$ cat src/rtl/hydra_config_master_if.sv
// Host-side Hydra link bundle: command, TX UART, RX UART, response and stream signals.
// master modport: the hydra_config_master side.
// slave modport: the host logic and UART side, which drives commands and RX words.
interface hydra_config_master_if #(
    parameter int unsigned WIDTH        = 64,
    parameter int unsigned TIMEOUT_BITS = 16,
    parameter int unsigned ERRCNT_BITS  = 16
);
    logic                    cmd_valid;
    logic                    cmd_ready;
    logic                    cmd_write;
    logic [7:0]              cmd_chip_id;
    logic [7:0]              cmd_addr;
    logic [7:0]              cmd_wdata;
    logic [TIMEOUT_BITS-1:0] timeout_cycles;
    logic [WIDTH-1:0]        tx_packet;
    logic                    tx_valid;
    logic                    tx_ready;
    logic [WIDTH-1:0]        rx_packet;
    logic                    rx_valid;
    logic                    rsp_valid;
    logic [7:0]              rsp_rdata;
    logic                    rsp_timeout;
    logic [WIDTH-1:0]        stream_packet;
    logic                    stream_valid;
    logic [ERRCNT_BITS-1:0]  parity_err_count;

    modport master (
        input  cmd_valid, cmd_write, cmd_chip_id, cmd_addr, cmd_wdata, timeout_cycles,
        input  tx_ready, rx_packet, rx_valid,
        output cmd_ready, tx_packet, tx_valid, rsp_valid, rsp_rdata, rsp_timeout,
        output stream_packet, stream_valid, parity_err_count
    );

    modport slave (
        output cmd_valid, cmd_write, cmd_chip_id, cmd_addr, cmd_wdata, timeout_cycles,
        output tx_ready, rx_packet, rx_valid,
        input  cmd_ready, tx_packet, tx_valid, rsp_valid, rsp_rdata, rsp_timeout,
        input  stream_packet, stream_valid, parity_err_count
    );
endinterface

$ cat src/rtl/hydra_config_master.sv
// Host-side end of the Hydra chip link.
// Config write and read commands are turned into odd-parity packets for the TX UART.
// Words from the RX UART are checked for parity; a reply that matches the outstanding read
// completes that command, and every other good word is forwarded on the stream port.
// Only one read is outstanding at a time. Its timeout is programmable, and 0 means no timeout.
// Ports:
//   clk          master clock
//   reset_n_clk  asynchronous, active-low reset
//   bus          hydra_config_master_if.master: cmd_*, tx_*, rx_*, rsp_*, stream_*, counters
module hydra_config_master #(
    parameter int unsigned WIDTH        = 64,
    parameter int unsigned TIMEOUT_BITS = 16,
    parameter int unsigned ERRCNT_BITS  = 16
) (
    input logic                   clk,
    input logic                   reset_n_clk,
    hydra_config_master_if.master bus
);
    typedef enum logic [1:0] {StIdle, StSend, StWait, StDone} state_e;

    localparam logic [1:0] TypeWrite = 2'b10;
    localparam logic [1:0] TypeRead  = 2'b11;

    state_e                  state_q, state_d;
    logic                    cmd_ready_q, cmd_ready_d;
    logic                    req_write_q, req_write_d;
    logic [7:0]              req_chip_q, req_chip_d;
    logic [7:0]              req_addr_q, req_addr_d;
    logic [TIMEOUT_BITS-1:0] tmo_cnt_q, tmo_cnt_d;
    logic [WIDTH-1:0]        tx_packet_q, tx_packet_d;
    logic                    tx_valid_q, tx_valid_d;
    logic                    rsp_valid_q, rsp_valid_d;
    logic [7:0]              rsp_rdata_q, rsp_rdata_d;
    logic                    rsp_timeout_q, rsp_timeout_d;
    logic [WIDTH-1:0]        stream_packet_q, stream_packet_d;
    logic                    stream_valid_q, stream_valid_d;
    logic [ERRCNT_BITS-1:0]  err_cnt_q, err_cnt_d;

    logic                    rx_parity_ok;
    logic                    rx_match;
    logic                    tmo_expire;
    logic [TIMEOUT_BITS-1:0] tmo_last;

    // Parity bit makes the XOR of the whole word equal to 1.
    function automatic logic [WIDTH-1:0] make_packet(input logic [1:0] pkt_type,
                                                     input logic [7:0] chip,
                                                     input logic [7:0] addr,
                                                     input logic [7:0] data);
        logic [WIDTH-1:0] pkt;
        pkt          = '0;
        pkt[25:0]    = {data, addr, chip, pkt_type};
        pkt[WIDTH-1] = ~^pkt[WIDTH-2:0];
        return pkt;
    endfunction

    assign rx_parity_ok = ^bus.rx_packet;
    assign rx_match     = (state_q == StWait) && bus.rx_valid && rx_parity_ok &&
                          (bus.rx_packet[1:0] == TypeRead) &&
                          (bus.rx_packet[9:2] == req_chip_q) &&
                          (bus.rx_packet[17:10] == req_addr_q);
    assign tmo_last     = bus.timeout_cycles - TIMEOUT_BITS'(1);
    assign tmo_expire   = (bus.timeout_cycles != '0) && (tmo_cnt_q == tmo_last);

    always_comb begin
        state_d         = state_q;
        req_write_d     = req_write_q;
        req_chip_d      = req_chip_q;
        req_addr_d      = req_addr_q;
        tmo_cnt_d       = tmo_cnt_q;
        tx_packet_d     = tx_packet_q;
        tx_valid_d      = tx_valid_q;
        rsp_valid_d     = 1'b0;
        rsp_rdata_d     = '0;
        rsp_timeout_d   = 1'b0;
        stream_packet_d = stream_packet_q;
        stream_valid_d  = 1'b0;
        err_cnt_d       = err_cnt_q;

        unique case (state_q)
            StIdle: begin
                if (bus.cmd_valid && cmd_ready_q) begin
                    req_write_d = bus.cmd_write;
                    req_chip_d  = bus.cmd_chip_id;
                    req_addr_d  = bus.cmd_addr;
                    tx_packet_d = bus.cmd_write ?
                                  make_packet(TypeWrite, bus.cmd_chip_id, bus.cmd_addr,
                                              bus.cmd_wdata) :
                                  make_packet(TypeRead, bus.cmd_chip_id, bus.cmd_addr, 8'h00);
                    tx_valid_d  = 1'b1;
                    state_d     = StSend;
                end
            end
            StSend: begin
                if (bus.tx_ready) begin
                    tx_valid_d = 1'b0;
                    if (req_write_q) begin
                        rsp_valid_d = 1'b1;
                        state_d     = StDone;
                    end else begin
                        tmo_cnt_d = '0;
                        state_d   = StWait;
                    end
                end
            end
            StWait: begin
                tmo_cnt_d = tmo_cnt_q + TIMEOUT_BITS'(1);
                // A reply that arrives in the expiry cycle still counts as a good reply.
                if (rx_match) begin
                    rsp_valid_d = 1'b1;
                    rsp_rdata_d = bus.rx_packet[25:18];
                    state_d     = StDone;
                end else if (tmo_expire) begin
                    rsp_valid_d   = 1'b1;
                    rsp_timeout_d = 1'b1;
                    state_d       = StDone;
                end
            end
            StDone: begin
                state_d = StIdle;
            end
            default: begin
                state_d = StIdle;
            end
        endcase

        // RX side runs independently of the command FSM.
        if (bus.rx_valid) begin
            if (!rx_parity_ok) begin
                if (err_cnt_q != '1) begin
                    err_cnt_d = err_cnt_q + ERRCNT_BITS'(1);
                end
            end else if (!rx_match) begin
                stream_valid_d  = 1'b1;
                stream_packet_d = bus.rx_packet;
            end
        end

        cmd_ready_d = (state_d == StIdle);
    end

    always_ff @(posedge clk or negedge reset_n_clk) begin
        if (!reset_n_clk) begin
            state_q         <= StIdle;
            cmd_ready_q     <= 1'b0;
            req_write_q     <= 1'b0;
            req_chip_q      <= '0;
            req_addr_q      <= '0;
            tmo_cnt_q       <= '0;
            tx_packet_q     <= '0;
            tx_valid_q      <= 1'b0;
            rsp_valid_q     <= 1'b0;
            rsp_rdata_q     <= '0;
            rsp_timeout_q   <= 1'b0;
            stream_packet_q <= '0;
            stream_valid_q  <= 1'b0;
            err_cnt_q       <= '0;
        end else begin
            state_q         <= state_d;
            cmd_ready_q     <= cmd_ready_d;
            req_write_q     <= req_write_d;
            req_chip_q      <= req_chip_d;
            req_addr_q      <= req_addr_d;
            tmo_cnt_q       <= tmo_cnt_d;
            tx_packet_q     <= tx_packet_d;
            tx_valid_q      <= tx_valid_d;
            rsp_valid_q     <= rsp_valid_d;
            rsp_rdata_q     <= rsp_rdata_d;
            rsp_timeout_q   <= rsp_timeout_d;
            stream_packet_q <= stream_packet_d;
            stream_valid_q  <= stream_valid_d;
            err_cnt_q       <= err_cnt_d;
        end
    end

    assign bus.cmd_ready        = cmd_ready_q;
    assign bus.tx_packet        = tx_packet_q;
    assign bus.tx_valid         = tx_valid_q;
    assign bus.rsp_valid        = rsp_valid_q;
    assign bus.rsp_rdata        = rsp_rdata_q;
    assign bus.rsp_timeout      = rsp_timeout_q;
    assign bus.stream_packet    = stream_packet_q;
    assign bus.stream_valid     = stream_valid_q;
    assign bus.parity_err_count = err_cnt_q;
endmodule

$ cat src/flat_wrapper.sv
// flat-port wrapper written by rule: the top's interface ports become plain ports
module hydra_config_master_flat 
#(
    parameter int unsigned WIDTH        = 64,
    parameter int unsigned TIMEOUT_BITS = 16,
    parameter int unsigned ERRCNT_BITS  = 16
)
  (clk, reset_n_clk, bus_cmd_valid, bus_cmd_write, bus_cmd_chip_id, bus_cmd_addr, bus_cmd_wdata, bus_timeout_cycles, bus_tx_ready, bus_rx_packet, bus_rx_valid, bus_cmd_ready, bus_tx_packet, bus_tx_valid, bus_rsp_valid, bus_rsp_rdata, bus_rsp_timeout, bus_stream_packet, bus_stream_valid, bus_parity_err_count);
  hydra_config_master_if #(.WIDTH(WIDTH), .TIMEOUT_BITS(TIMEOUT_BITS), .ERRCNT_BITS(ERRCNT_BITS)) bus_i ();
  input logic clk;
  input logic reset_n_clk;
  input wire logic [$bits(bus_i.cmd_valid)-1:0] bus_cmd_valid;
  input wire logic [$bits(bus_i.cmd_write)-1:0] bus_cmd_write;
  input wire logic [$bits(bus_i.cmd_chip_id)-1:0] bus_cmd_chip_id;
  input wire logic [$bits(bus_i.cmd_addr)-1:0] bus_cmd_addr;
  input wire logic [$bits(bus_i.cmd_wdata)-1:0] bus_cmd_wdata;
  input wire logic [$bits(bus_i.timeout_cycles)-1:0] bus_timeout_cycles;
  input wire logic [$bits(bus_i.tx_ready)-1:0] bus_tx_ready;
  input wire logic [$bits(bus_i.rx_packet)-1:0] bus_rx_packet;
  input wire logic [$bits(bus_i.rx_valid)-1:0] bus_rx_valid;
  output wire logic [$bits(bus_i.cmd_ready)-1:0] bus_cmd_ready;
  output wire logic [$bits(bus_i.tx_packet)-1:0] bus_tx_packet;
  output wire logic [$bits(bus_i.tx_valid)-1:0] bus_tx_valid;
  output wire logic [$bits(bus_i.rsp_valid)-1:0] bus_rsp_valid;
  output wire logic [$bits(bus_i.rsp_rdata)-1:0] bus_rsp_rdata;
  output wire logic [$bits(bus_i.rsp_timeout)-1:0] bus_rsp_timeout;
  output wire logic [$bits(bus_i.stream_packet)-1:0] bus_stream_packet;
  output wire logic [$bits(bus_i.stream_valid)-1:0] bus_stream_valid;
  output wire logic [$bits(bus_i.parity_err_count)-1:0] bus_parity_err_count;
  assign bus_i.cmd_valid = bus_cmd_valid;
  assign bus_i.cmd_write = bus_cmd_write;
  assign bus_i.cmd_chip_id = bus_cmd_chip_id;
  assign bus_i.cmd_addr = bus_cmd_addr;
  assign bus_i.cmd_wdata = bus_cmd_wdata;
  assign bus_i.timeout_cycles = bus_timeout_cycles;
  assign bus_i.tx_ready = bus_tx_ready;
  assign bus_i.rx_packet = bus_rx_packet;
  assign bus_i.rx_valid = bus_rx_valid;
  assign bus_cmd_ready = bus_i.cmd_ready;
  assign bus_tx_packet = bus_i.tx_packet;
  assign bus_tx_valid = bus_i.tx_valid;
  assign bus_rsp_valid = bus_i.rsp_valid;
  assign bus_rsp_rdata = bus_i.rsp_rdata;
  assign bus_rsp_timeout = bus_i.rsp_timeout;
  assign bus_stream_packet = bus_i.stream_packet;
  assign bus_stream_valid = bus_i.stream_valid;
  assign bus_parity_err_count = bus_i.parity_err_count;
  hydra_config_master #(.WIDTH(WIDTH), .TIMEOUT_BITS(TIMEOUT_BITS), .ERRCNT_BITS(ERRCNT_BITS)) u_core (.clk(clk), .reset_n_clk(reset_n_clk), .bus(bus_i));
endmodule
$ cat config.mk
export PLATFORM = sky130hd
export DESIGN_NAME = hydra_config_master_flat
export DESIGN_NICKNAME = d
export VERILOG_FILES = /design/src/rtl/hydra_config_master_if.sv /design/src/rtl/hydra_config_master.sv /design/src/flat_wrapper.sv
export SDC_FILE = /design/constraint.sdc
export NUM_CORES = 1
export LEC_CHECK = 0
export CORE_MARGIN = 1
export CORE_UTILIZATION = 49
export CTS_CLUSTER_SIZE = 28
export DETAILED_ROUTE_END_ITERATION = 8
export HOLD_SLACK_MARGIN = 0.1
export PLACE_DENSITY = 0.93
export RECOVER_POWER = 50
export SLEW_MARGIN = 20
export SYNTH_ARGS = -nofsm -noshare
export SYNTH_HDL_FRONTEND = slang
export SYNTH_SLANG_ARGS = --single-unit
$ cat constraint.sdc
create_clock -name clk -period 5 [get_ports clk]
set_clock_uncertainty 0.2 [all_clocks]
set_input_delay 1.25 -clock clk [delete_from_list [all_inputs] [get_ports clk]]
set_output_delay 1.25 -clock clk [all_outputs]
set_load 0.02 [all_outputs]
After elaboration in Yosys (flattened, before gate mapping)
Index checks and enable logic that the tools add are counted.

storage, ports and cells
  flip-flop bits (word level) = 192
  input bits = 110
  word-level logic and storage cells = 75
  output and inout bits = 157

cells by class
  reduce and logical (&&, ||, !) cells = 20
  bitwise operators = 2
  muxes and demuxes = 25
  eq/ne operators = 11
  $add $sub $neg = 3

operator list
  operator               count
  $reduce_xnor 63->1     2
  $mux 64                1
  $reduce_xor 64->1      1
  $add 16x1->16 const B  2
  $mux 16                2
  $pmux 16 s2            1
  $eq 16x16->1           1
  $eq 8x8->1             2
  $mux 8                 2
  $ne 16x16->1 const B   1
  $reduce_bool 16->1     1
  $sub 16x1->16 const B  1
  $mux 1                 12
  $reduce_and 3->1       4
  $mux 2                 4
  $pmux 2 s4             1
  $logic_and 1x1->1      7
  $eq 2x2->1 const B     3
  $logic_not 2->1        2
  $ne 2x2->1 const B     2
  $pmux 1 s2             2
  $reduce_bool 2->1      2
  $eq 2x1->1 const B     1
  $ne 2x1->1 const B     1
  2 further kinds        3

Depth between registers and ports, before layout
Gate-level depths: netlist (run 1).

  depth after elaboration = 9
  gate-level depth with buffers = 11
  mapped depth without buffers = 11

Worst setup path after synthesis (run 1)
No wires, ideal clock.

  path type = input port to flip-flop
  start = in bus_rx_packet[9]
  end = reg u_core.stream_packet_q[0], in the netlist u_core.bus.stream_packet[0]
  data arrival time = 3480 ps
  setup time = 125 ps
  stages = 9
  required time = 4675 ps
  path buffers = 2
  setup slack = 1195 ps
  cells stage by stage = xnor3_1 > xnor3_1 > xnor3_1 > xnor3_1 > xnor3_1 > and3b_2 > buf_12 > buf_12 > mux2_4

between the ends
  cells in the longest elaborated chain, start to end = 7
  elaborated cells between the ends (all ways) = 8
  those cells by class = eq/ne (1); bitwise (1); reduce/logical (6)

RTL lines
  item                                   line                        RTL
  start: declaration                     flat_wrapper.sv:19          input wire logic [$bits(bus_i.rx_packet)-1:0] bus_rx_packet;
  $reduce_xor 64->1                      hydra_config_master.sv:56   assign rx_parity_ok = ^bus.rx_packet;
  $logic_and 1x1->1 (2 in a row)         hydra_config_master.sv:57   assign rx_match = (state_q == StWait) && bus.rx_valid && rx_parity_ok &&
  $logic_and 1x1->1                      hydra_config_master.sv:58   (bus.rx_packet[1:0] == TypeRead) &&
  $logic_and 1x1->1                      hydra_config_master.sv:59   (bus.rx_packet[9:2] == req_chip_q) &&
  $not 1->1 (no source line)             --
  $reduce_and 3->1 (no source line) (*)  --
  end signal: assignment                 hydra_config_master.sv:169  stream_packet_q <= stream_packet_d;
  end: declaration                       hydra_config_master.sv:35   logic [WIDTH-1:0] stream_packet_q, stream_packet_d;

Mark *: on every way between the ends. The rest lies on a longest branch, timed or not.
A chain may end at the register's enable or synchronous reset.

Worst setup path after layout (run 1)
  start = in bus_rx_packet[9]
  end = reg u_core.stream_packet_q[29], in the netlist u_core.bus.stream_packet[29]

Same word-level chain as after synthesis.

==> results.sh, run 1 <==
export IMPL_wl_per_cell_um=17.1
export IMPL_crit_family="XOR/XNOR gates"
export IMPL_ys_seq_elements=139
export IMPL_drc=0
export IMPL_post_cts_buffers=0
export IMPL_cts_tree="built"
export IMPL_period_needed_ns=4.30
export IMPL_grt_usage_pct=24.0
export IMPL_tightest_slew_ns=2.10
export IMPL_cts_root_buffer="clkbuf_16"
export IMPL_drt_iter0_markers=248
export IMPL_synthXorXnorAreaFrac_pct=17.4
export IMPL_postSynthAreaPerCell_um2=11.8
export IMPL_power_mw=7.23
export IMPL_critPathBufInv=2
export IMPL_finalSetupViolations=0
export IMPL_dpl_hpwl_mm=13.9
export IMPL_rr_worst_depth=9
export IMPL_grt_first_pass_wirelength_mm=29.4
export IMPL_synth_adder_area_share_pct=1.16
export IMPL_clock_path_buffers=2
export IMPL_status="finished, violations left"
export IMPL_slew_headroom_pct=-39.9
export IMPL_crit_chain="clkdlybuf4s50_1 -> xnor3_1 -> xnor3_1 -> xnor3_1 -> xnor3_1 -> xnor3_1 -> and3b_4 -> buf_12 -> mux2_2"
export IMPL_place_congestion=0.870
export IMPL_crit_path_start_kind="primary input"
export IMPL_grt_pass1_vias=5775
export IMPL_io_pins=267
export IMPL_hold_path_class="reg -> reg"
export IMPL_max_clock_freq_ghz=0.232
export IMPL_clk_latency_ns=0.42
export IMPL_hold_buffers=0
export IMPL_drtAntennaViolNets=0
export IMPL_hold_violations=0
export IMPL_cts_sinks=139
export IMPL_synth_flop_cell="dfrtp_1"
export IMPL_routed_wl_mm=18.4
export IMPL_slowest_stage="clkdlybuf4s50_1"
export IMPL_n_fill_cell=1010
export IMPL_min_delay_start="u_core.bus.tx_packet[1]"
export IMPL_cts_inserted_buffers=17
export IMPL_path_max_fanout=34
export IMPL_grt_max_degree=69
export IMPL_diodes=0
export IMPL_synth_simple_area_share_pct=10.8
export IMPL_path_clk_slew_ns=0.06
export IMPL_crit_required_ns=5.10
export IMPL_violations="capacitance limit, slew limit"
export IMPL_maxCapViolCount=3
export IMPL_crit_arrival_ns=4.40
export IMPL_postSynth_asyncResetShare_pct=100
export IMPL_cpPeakStageDelay_ns=0.52
export IMPL_numPortBuffers=229
export IMPL_crit_top_cell="xnor3_1"
export IMPL_hold_depth=1
export IMPL_worstHoldEndpoint="u_core.bus.tx_packet[1]"
export IMPL_drive_above_1_share_pct=14.2
export IMPL_seq_area_frac_synth_pct=46.0
export IMPL_ff2ff_setup_slack_ns=2.09
export IMPL_synth_compound_area_share_pct=3.49
export IMPL_die_w_um=126
export IMPL_path_class="in -> reg"
export IMPL_core_mm2=0.0151
export IMPL_period_share_pct=86.1
export IMPL_num_vias=5525
export IMPL_area_growth_pct=38.3
export IMPL_final_nets=993
export IMPL_htreeDepth=4
export IMPL_yosys_warnings=0
export IMPL_rows=45
export IMPL_die_area_mm2=0.0159
export IMPL_irDropWorstVdd_mv=0.656
export IMPL_rr_endpoint="u_core.tmo_cnt_q[13]"
export IMPL_total_leakage_power_nw=4.49
export IMPL_cp_end_kind="flip-flop"
export IMPL_vias_per_cell=5.13
export IMPL_post_synth_num_cell_types=46
export IMPL_tns_ns=0
export IMPL_maxSlewViolCount=90
export IMPL_initial_core_util_pct=49.9
export IMPL_grt_setup_unrepaired="no"
export IMPL_grt_ovfl_total=0
export IMPL_synth_area_mm2=0.00756
export IMPL_muxShareOfSynthArea_pct=14.8
export IMPL_dr_pass1_iters=6
export IMPL_syn_inst=639
export IMPL_regToRegStartpoint="u_core.state_q[0]"
export IMPL_grt_antenna_before_repair=0
export IMPL_die_y_um=126
export IMPL_cts_repair_resized=0
export IMPL_powerDensity_mw_per_mm2=691
export IMPL_synth_top_family_by_area="XOR/XNOR gates"
export IMPL_synth_edff_count=0
-- Yosys cell counts (4+ instances only) --
library cell | instances | area [µm²]
dfrtp_1 | 139 | 3480
xnor2_1 | 105 | 920
mux2_4 | 49 | 736
nand2_1 | 48 | 180
buf_4 | 38 | 285
nor2_1 | 38 | 143
mux2_2 | 34 | 383
xor2_1 | 32 | 280
o21ai_0 | 19 | 95.1
nand4_1 | 15 | 93.8
nand3_1 | 13 | 65.1
clkbuf_1 | 11 | 41.3
inv_1 | 10 | 37.5
nor3_1 | 10 | 50.1
and2_1 | 9 | 56.3
ha_1 | 7 | 87.6
and3_1 | 6 | 37.5
buf_12 | 6 | 120
nor4_1 | 5 | 31.3
xnor3_1 | 5 | 113
a21oi_1 | 4 | 20.0
or3_1 | 4 | 25.0
-- layout by cell type, fill, tap and decap left out, types with 5 or more instances in the layout --
cell / count
dfrtp_1: 139
nor4_1: 5
o21ai_0: 19
mux2_4: 49
clkdlybuf4s50_1: 175
xnor3_1: 5
nor3_1: 10
ha_1: 7
inv_1: 10
xor2_1: 32
xnor2_1: 105
nand3_1: 13
clkbuf_16: 17
and3_1: 6
and2_1: 9
nand2_1: 48
nand4_1: 15
mux2_2: 34
dlygate4sd3_1: 53
conb_1: 37
nor2_1: 38
-- per-stage QoR --
step / instances / instance area [µm²] / hold slack, ns / setup slack, ns / utilization (%)
after floorplan: 675 / 7700 / 0.309 / 1.19 / -
after global placement: 1045 / 9870 / 0.252 / 0.384 / 65.2
after detailed placement: 1045 / 9870 / 0.252 / 0.270 / 65.2
after CTS: 1077 / 10500 / 0.270 / 0.709 / 69.1
after global routing: 1077 / 10500 / 0.287 / 0.629 / 69.1
final: 1077 / 10500 / 0.264 / 0.696 / 69.1
-- per-layer routing --
metal | wire length [µm] | global-route usage [%] | part of all wire, %
met5 | 0 | 0 | 0
met4 | 462 | 9.43 | 2.5
met3 | 1230 | 7.65 | 6.6
met2 | 9410 | 41.0 | 51
met1 | 7350 | 27.9 | 40
-- power by group --
group / switching, mW / internal [mW] / leakage, nW / total [mW]
logic: 1.78 / 2.23 / 2.49 / 4.01
clock network: 0.502 / 0.790 / 0.290 / 1.29
registers: 0.328 / 1.60 / 1.71 / 1.93
total: 2.61 / 4.62 / 4.49 / 7.23
-- cell type report --
type,count,area [µm²],share of cell area (%)
multi-input combinational,471,3740,35.7
inverter,10,37.5,0.359
tap,188,235,2.25
timing repair buffer,237,2370,22.7
sequential,139,3480,33.3
clock inverter,13,166,1.59
clock buffer,19,433,4.14
-- registers in the layout, indices dropped and copies added (netlist names) --
signal	cells
u_core.bus.cmd_ready	1
u_core.bus.parity_err_count	16
u_core.bus.rsp_rdata	8
u_core.bus.rsp_timeout	1
u_core.bus.rsp_valid	1
u_core.bus.stream_packet	64
u_core.bus.stream_valid	1
u_core.bus.tx_packet	13
u_core.bus.tx_valid	1
u_core.req_addr_q	7
u_core.req_chip_q	7
u_core.req_write_q	1
u_core.state_q	2
u_core.tmo_cnt_q	16
-- worst max-delay path by stage --
| stage | from | to | slack, ns | cells past startpoint |
|---|---|---|---|---|
| 2_1_floorplan | bus_rx_packet[9] | u_core.bus.stream_packet[0] | 1.19 | 9 |
| 3_3_place_gp | bus_rx_packet[9] | u_core.bus.stream_packet[27] | 0.38 | 9 |
| 3_5_place_dp | bus_rx_packet[9] | u_core.bus.stream_packet[29] | 0.27 | 9 |
| 4_1_cts | bus_rx_packet[9] | u_core.bus.stream_packet[29] | 0.71 | 9 |
| 5_1_grt | bus_rx_packet[9] | u_core.bus.stream_packet[29] | 0.63 | 9 |
| 6_report | bus_rx_packet[9] | u_core.bus.stream_packet[29] | 0.70 | 9 |
-- kinds of logic (layout without fill, tap and decap cells) --
family          after synthesis  after routing
other cells                   1             37
mux                          83             83
simple gates                161            161
fa+ha+maj                     7              7
buf+inv                      65            279
flops                       139            139
xor+xnor                    142            142
compound gates               41             41
No activity file was read; power rests on OpenSTA's default activity.
==> run 2: changes to the inputs <==
SETUP_SLACK_MARGIN = 0.05   (was unset)
==> results of run 2 <==
The final DEF is identical to that of run 1; final timing and power are the same.
==> RTL edit 1: new RTL, config.mk and constraints of run 2 <==
`TIMEOUT_BITS` is set to 16 in 3 places; all go to 12.
--- a/src/rtl/hydra_config_master_if.sv
+++ b/src/rtl/hydra_config_master_if.sv
@@ -3,7 +3,7 @@
 // slave modport: the host logic and UART side, which drives commands and RX words.
 interface hydra_config_master_if #(
     parameter int unsigned WIDTH        = 64,
-    parameter int unsigned TIMEOUT_BITS = 16,
+    parameter int unsigned TIMEOUT_BITS = 12,
     parameter int unsigned ERRCNT_BITS  = 16
 );
     logic                    cmd_valid;
--- a/src/rtl/hydra_config_master.sv
+++ b/src/rtl/hydra_config_master.sv
@@ -9,7 +9,7 @@
 //   bus          hydra_config_master_if.master: cmd_*, tx_*, rx_*, rsp_*, stream_*, counters
 module hydra_config_master #(
     parameter int unsigned WIDTH        = 64,
-    parameter int unsigned TIMEOUT_BITS = 16,
+    parameter int unsigned TIMEOUT_BITS = 12,
     parameter int unsigned ERRCNT_BITS  = 16
 ) (
     input logic                   clk,
--- a/src/flat_wrapper.sv
+++ b/src/flat_wrapper.sv
@@ -2,7 +2,7 @@
 module hydra_config_master_flat 
 #(
     parameter int unsigned WIDTH        = 64,
-    parameter int unsigned TIMEOUT_BITS = 16,
+    parameter int unsigned TIMEOUT_BITS = 12,
     parameter int unsigned ERRCNT_BITS  = 16
 )
   (clk, reset_n_clk, bus_cmd_valid, bus_cmd_write, bus_cmd_chip_id, bus_cmd_addr, bus_cmd_wdata, bus_timeout_cycles, bus_tx_ready, bus_rx_packet, bus_rx_valid, bus_cmd_ready, bus_tx_packet, bus_tx_valid, bus_rsp_valid, bus_rsp_rdata, bus_rsp_timeout, bus_stream_packet, bus_stream_valid, bus_parity_err_count);
Ports: changed (resized bus_timeout_cycles); port bits go from 267 to 263. No check against the original RTL was run, so the function may have changed too.
==> RTL edit 1 against run 2 <==
- the run still ends with capacitance limit, slew limit left
- highest routed layer unchanged
- sequential share of layout area increased by 0.34 points
- worst setup slack improved by 0.10 ns
- critical endpoint is now u_core.bus.rsp_timeout$_DFF_PN0_
- sequential cell count decreased by 4
- total power increased by 2.1%
- wire length decreased by 0.36%
- synthesized cell count decreased by 6.6%
- count of clock-buffer cells in the layout increased by 2
- cell area decreased by 3.9%
- worst hold slack improved by 0.010 ns
- area after synthesis decreased by 4.8%
- global-route usage increased by 1.6 points
==> RTL edit 1: results (changes against run 2) <==
- Status: complete, but fails checks
- Failing checks: capacitance limit, slew limit
- Initial antenna violation count: 0 (unchanged)
- Setup Viol. Count Final: 0 (unchanged)
- Final Slew Violations: 92 (+2.2%)
- Largest net degree at the start of global routing: 92 (+33%)
- Final GP Congestion: 0.852 (-2.0%)
- Max capacitance violation total: 1 (-2)
- Slew margin rel.: -52.3% (-12 points)
- Final hold viol count: 0 (unchanged)
- End of the critical path: u_core.bus.rsp_timeout$_DFF_PN0_
- Final nets: 944 (-4.9%)
- Clock Latency Late Sink: 0.42 ns (about the same)
- Yosys warns: 0 (unchanged)
- CTS HTree Levels: 4 (unchanged)
- DRT Pass-1 Iters: 4 (-2)
- Root buf cell: clkbuf_16
- Post-CTS Setup Repair Bufs: 0 (unchanged)
- Netlist cell types: 45 (-2.2%)
- Peak VDD IR: 629 uV (-4.1%)
- Fin Setup TNS: 0 ns (unchanged)
- Async SR Flop Fraction: 100% (unchanged)
- IO buf count: 225 (-1.7%)
- List of most frequent post-synthesis cells: 135 x dfrtp_1, 84 x xnor2_1, 49 x mux2_4, 40 x nand2_1, 39 x xor2_1
- Share of cells above drive strength 1: 14.5% (+0.28 points)
- Detailed Place HPWL: 13.8 mm (-0.64%)
- 1st-iter DRT viols: 204 (-18%)
- Worst hold stages: 2 (+1)
- Vias in the first global route: 5466 (-5.4%)
- Worst reg-to-reg setup slack: 1.95 ns (-0.14 ns)
- Sequential share of the synthesized area: 46.9% (+0.91 points)
- Clock slew at reported path FFs: 0.06 ns (about the same)
- CP Max Fanout: 6 (-82%)
- Reg2reg start: u_core.state_q[0]$_DFF_PN0_
- Reg2Reg Depth: 7 (-2)
- Clock Path Buffers: 2 (unchanged)
- Pleak: 4.42 nW (-1.5%)
- CTS resizes: 0 (unchanged)
- Max reg flops: 64 (unchanged)
- CP startpoint: bus_timeout_cycles[3]
- Global-route wire length before repair: 28.9 mm (-1.7%)
- Total GRT Usage: 25.5% (+1.6 points)
- CTS Buf Count: 17 (unchanged)
- CP max stage cell: a2111oi_0
- DR vias/cell: 5.11 (-0.40%)
- DRT Wirelength: 18.4 mm (-0.36%)
- Area contributors post-synth: dfrtp_1 47%, mux2_4 10%, xnor2_1 10%
- Critical path's largest stage delay: 0.79 ns (+0.27 ns)
- Worst min-delay path class: reg2reg
- Worst Path Arrival: 4.31 ns (-0.09 ns)
- Cell family with most CP delay: simple AND/OR/NAND/NOR gates
- Fillers: 984 (-2.6%)
- Ant diodes: 0 (unchanged)
## RTL edit 1: cell types whose count changed after synthesis, sizes merged, moves of 8 or more
| cell | change |
|---|---|
| nor2 | -28 |
| nand2 | -8 |
| xnor2 | -21 |
| and2 | -8 |
| nand4 | -8 |
| nor4 | +11 |
## RTL edit 1: worst min-delay path by stage
stage	from	endpoint	slack [ns]
after floorplan	u_core.req_write_q$_DFFE_PN0P_	u_core.req_write_q$_DFFE_PN0P_	0.29
after global placement	u_core.bus.tx_packet[0]$_DFFE_PN0P_	u_core.bus.tx_packet[0]$_DFFE_PN0P_	0.26
after detailed placement	u_core.bus.tx_packet[0]$_DFFE_PN0P_	u_core.bus.tx_packet[0]$_DFFE_PN0P_	0.27
after CTS	u_core.bus.tx_packet[0]$_DFFE_PN0P_	u_core.bus.tx_packet[0]$_DFFE_PN0P_	0.28
after global routing	u_core.bus.stream_packet[2]$_DFFE_PN0P_	u_core.bus.stream_packet[2]$_DFFE_PN0P_	0.32
final	u_core.bus.tx_packet[0]$_DFFE_PN0P_	u_core.bus.tx_packet[0]$_DFFE_PN0P_	0.27
## RTL edit 1: area by class of cell
cell class,count,area share (%)
clock inverters,11,1.01
clock buffers,21,4.58
well taps,180,2.24
repair buffers,234,23.1
inverters,8,0.299
multi-input cells,435,35.2
flip-flops and latches,135,33.6
## RTL edit 1: routing by layer
metal	vias up	part of all wire (%)	track usage, %
met1	2531	41	31.0
li1	2461	-	-
met3	39	7.2	6.92
met4	0	2.9	11.8
met2	201	49	42.2
met5	-	0	0
## RTL edit 1: worst min-delay path, delay by kind of cell, from the launching register on
| family | cells | cell delay, ns |
|---|---|---|
| AO/OA/AOI/OAI | 1 | 0.06 |
| flip-flops | 1 | 0.33 |
| AND/OR/NAND/NOR | 1 | 0.04 |
## RTL edit 1: where the power goes
part,internal (mW),switching (mW)
clock,0.708,0.472
combinational,2.30,1.98
sequential,1.58,0.342
## RTL edit 1: kinds of logic (layout without fill, tap and decap cells)
kind of cell	count (synthesis)	in the layout	share of synthesized area (%)
compound gates	43	43	3.82
xor+xnor	128	128	16.5
fa+ha+maj	7	7	1.22
buf+inv	63	274	5.87
flops	135	135	46.9
mux	85	85	15.8
other cells	1	37	0.0521
simple gates	135	135	9.80
## RTL edit 1: through the flow
stage          std cells  hold WS (ns)  instance area (um2)  worst slack, ns  total power, mW
2_1_floorplan        633         0.294                 7340             1.22             4.87
3_3_place_gp         992         0.263                 9520            0.499             6.13
5_1_grt             1024         0.321                10100            0.572             7.75
3_5_place_dp         992         0.270                 9520            0.431             6.27
4_1_cts             1024         0.283                10100            0.847             7.48
6_report            1024         0.274                10100            0.800             7.38
==> RTL edit 2: new RTL, config.mk and constraints of run 2 <==
Without the edit above. The 4 states of `state_e` get a one-hot encoding in 4 bits.
--- a/src/rtl/hydra_config_master.sv
+++ b/src/rtl/hydra_config_master.sv
@@ -16,7 +16,7 @@
     input logic                   reset_n_clk,
     hydra_config_master_if.master bus
 );
-    typedef enum logic [1:0] {StIdle, StSend, StWait, StDone} state_e;
+    typedef enum logic [3:0] {StIdle = 4'b0001, StSend = 4'b0010, StWait = 4'b0100, StDone = 4'b1000} state_e;
 
     localparam logic [1:0] TypeWrite = 2'b10;
     localparam logic [1:0] TypeRead  = 2'b11;
Check against the original RTL: same outputs for any inputs over 4 cycles, from zero or initial values and one cycle with reset_n_clk low; so few cycles prove little.
==> RTL edit 2 against run 2 <==
- the flow still finishes with violations (capacitance limit, slew limit)
- largest cell class is now registers
- synthesized cell count grew 2.3%
- area after synthesis decreased by 3.7%
- cell area is 2.5% lower
- die area down 3.7%
- largest power group unchanged
- highest routed layer unchanged
- sequential cell count up 2
- wire length rose by 4.9%
- worst setup slack lost 0.12 ns
- total power shrank 6.4%
==> RTL edit 2: results (changes against run 2) <==
- Status: complete, but fails checks
- Failing checks: capacitance limit, slew limit
- Area share of fa/ha/maj cells after synthesis: 0.687% (-0.47 points)
- Reg2Reg Depth: 8 (-1)
- Area used by multi-input combinational logic: 0.00348 mm2 (-6.8%)
- Buffer share of cell area: 23.2% (+0.56 points)
- Reg2reg start: u_core.state_q[3]$_DFF_PN0_
- CP startpoint: bus_rx_packet[0]
- Dpl cell area: 0.00964 mm2 (-2.3%)
- Global-route wire length before repair: 29.4 mm (+0.14%)
- Non-clock buffers: 238 (+0.42%)
- End of the critical path: u_core.state_q[3]$_DFF_PN0_
- Max capacitance violation total: 2 (-1)
- # hold bufs at CTS: 0 (unchanged)
- HP Start: u_core.bus.tx_packet[25]$_DFFE_PN0P_
- Largest net degree at the start of global routing: 110 (+59%)
- Sequential share of the synthesized area: 48.5% (+2.5 points)
- Final nets: 1007 (+1.4%)
- Met3 usage: 6.41% (-1.2 points)
- Area contributors post-synth: dfrtp_1 48%, xnor2_1 13%, mux2_2 8.8%
- Worst-Margin Slew: 1.99 ns (-0.112 ns)
- Compound-cell area share of the yosys netlist: 2.73% (-0.76 points)
- Netlist cell types: 51 (+11%)
- DRT Wirelength: 19.3 mm (+4.9%)
- Detailed Place HPWL: 14.3 mm (+2.8%)
- Mux cell area share after synthesis: 10.3% (-4.5 points)
- Layout clock area frac: 5.55% (-0.18 points)
- CP Max Fanout: 11 (-68%)
- M1 wire length: 8.06 mm (+9.8%)
- WL met2: 9.57 mm (+1.8%)
- Worst reg-to-reg setup slack: 1.82 ns (-0.27 ns)
- Num rows: 44 (-2.2%)
- Met2 GRT Util: 42.7% (+1.7 points)
- Peak VDD IR: 466 uV (-29%)
- Final Slew Violations: 112 (+24%)
- Logic inverters: 5 (-5)
- WHS Endpoint: u_core.bus.tx_packet[25]$_DFFE_PN0P_
- Routed vias: 5554 (+0.52%)
- Hold WS: 0.262 ns (-0.00209 ns)
- Met3 Routed Length: 1.06 mm (-14%)
- CTS Sinks: 141 (+1.4%)
- Comb_multi_in: 490 (+4.0%)
- Worst hold stages: 2 (+1)
- Clock Path Buffers: 2 (unchanged)
- Worst Path Arrival: 4.57 ns (+0.17 ns)
- Finished Layout Cells: 1090 (+1.2%)
- Share of cells above drive strength 1: 11.9% (-2.3 points)
- CP max stage cell: nor2b_1
- Critical path's largest stage delay: 0.71 ns (+0.19 ns)
- Pleak: 4.38 nW (-2.4%)
- Synth Area in XOR/XNOR: 18.5% (+1.1 points)
==> RTL edit 2: cell count changes after synthesis, moves of 5 or more <==
| cell | change |
|---|---|
| buf_6 | +6 |
| and3_1 | +6 |
| nor2_1 | -15 |
| nand3_1 | +10 |
| buf_12 | -6 |
| o21ai_0 | -8 |
| mux2_4 | -45 |
| mux2_2 | +23 |
| inv_1 | -5 |
| nand2_1 | +46 |
| nand4_1 | -9 |
==> RTL edit 2: metrics by stage <==
step | total power, mW | setup WS (ns)
global placement | 5.47 | 0.389
global route | 7.14 | 0.246
floorplan | 4.33 | 1.10
CTS | 6.84 | 0.560
finish | 6.76 | 0.580
detailed placement | 5.60 | 0.191
==> RTL edit 2: power by group <==
| part | total, mW | switching, mW | internal, mW |
|---|---|---|---|
| clock network | 1.21 | 0.518 | 0.691 |
| logic | 3.60 | 1.71 | 1.90 |
| registers | 1.95 | 0.331 | 1.62 |
| total | 6.76 | 2.56 | 4.21 |
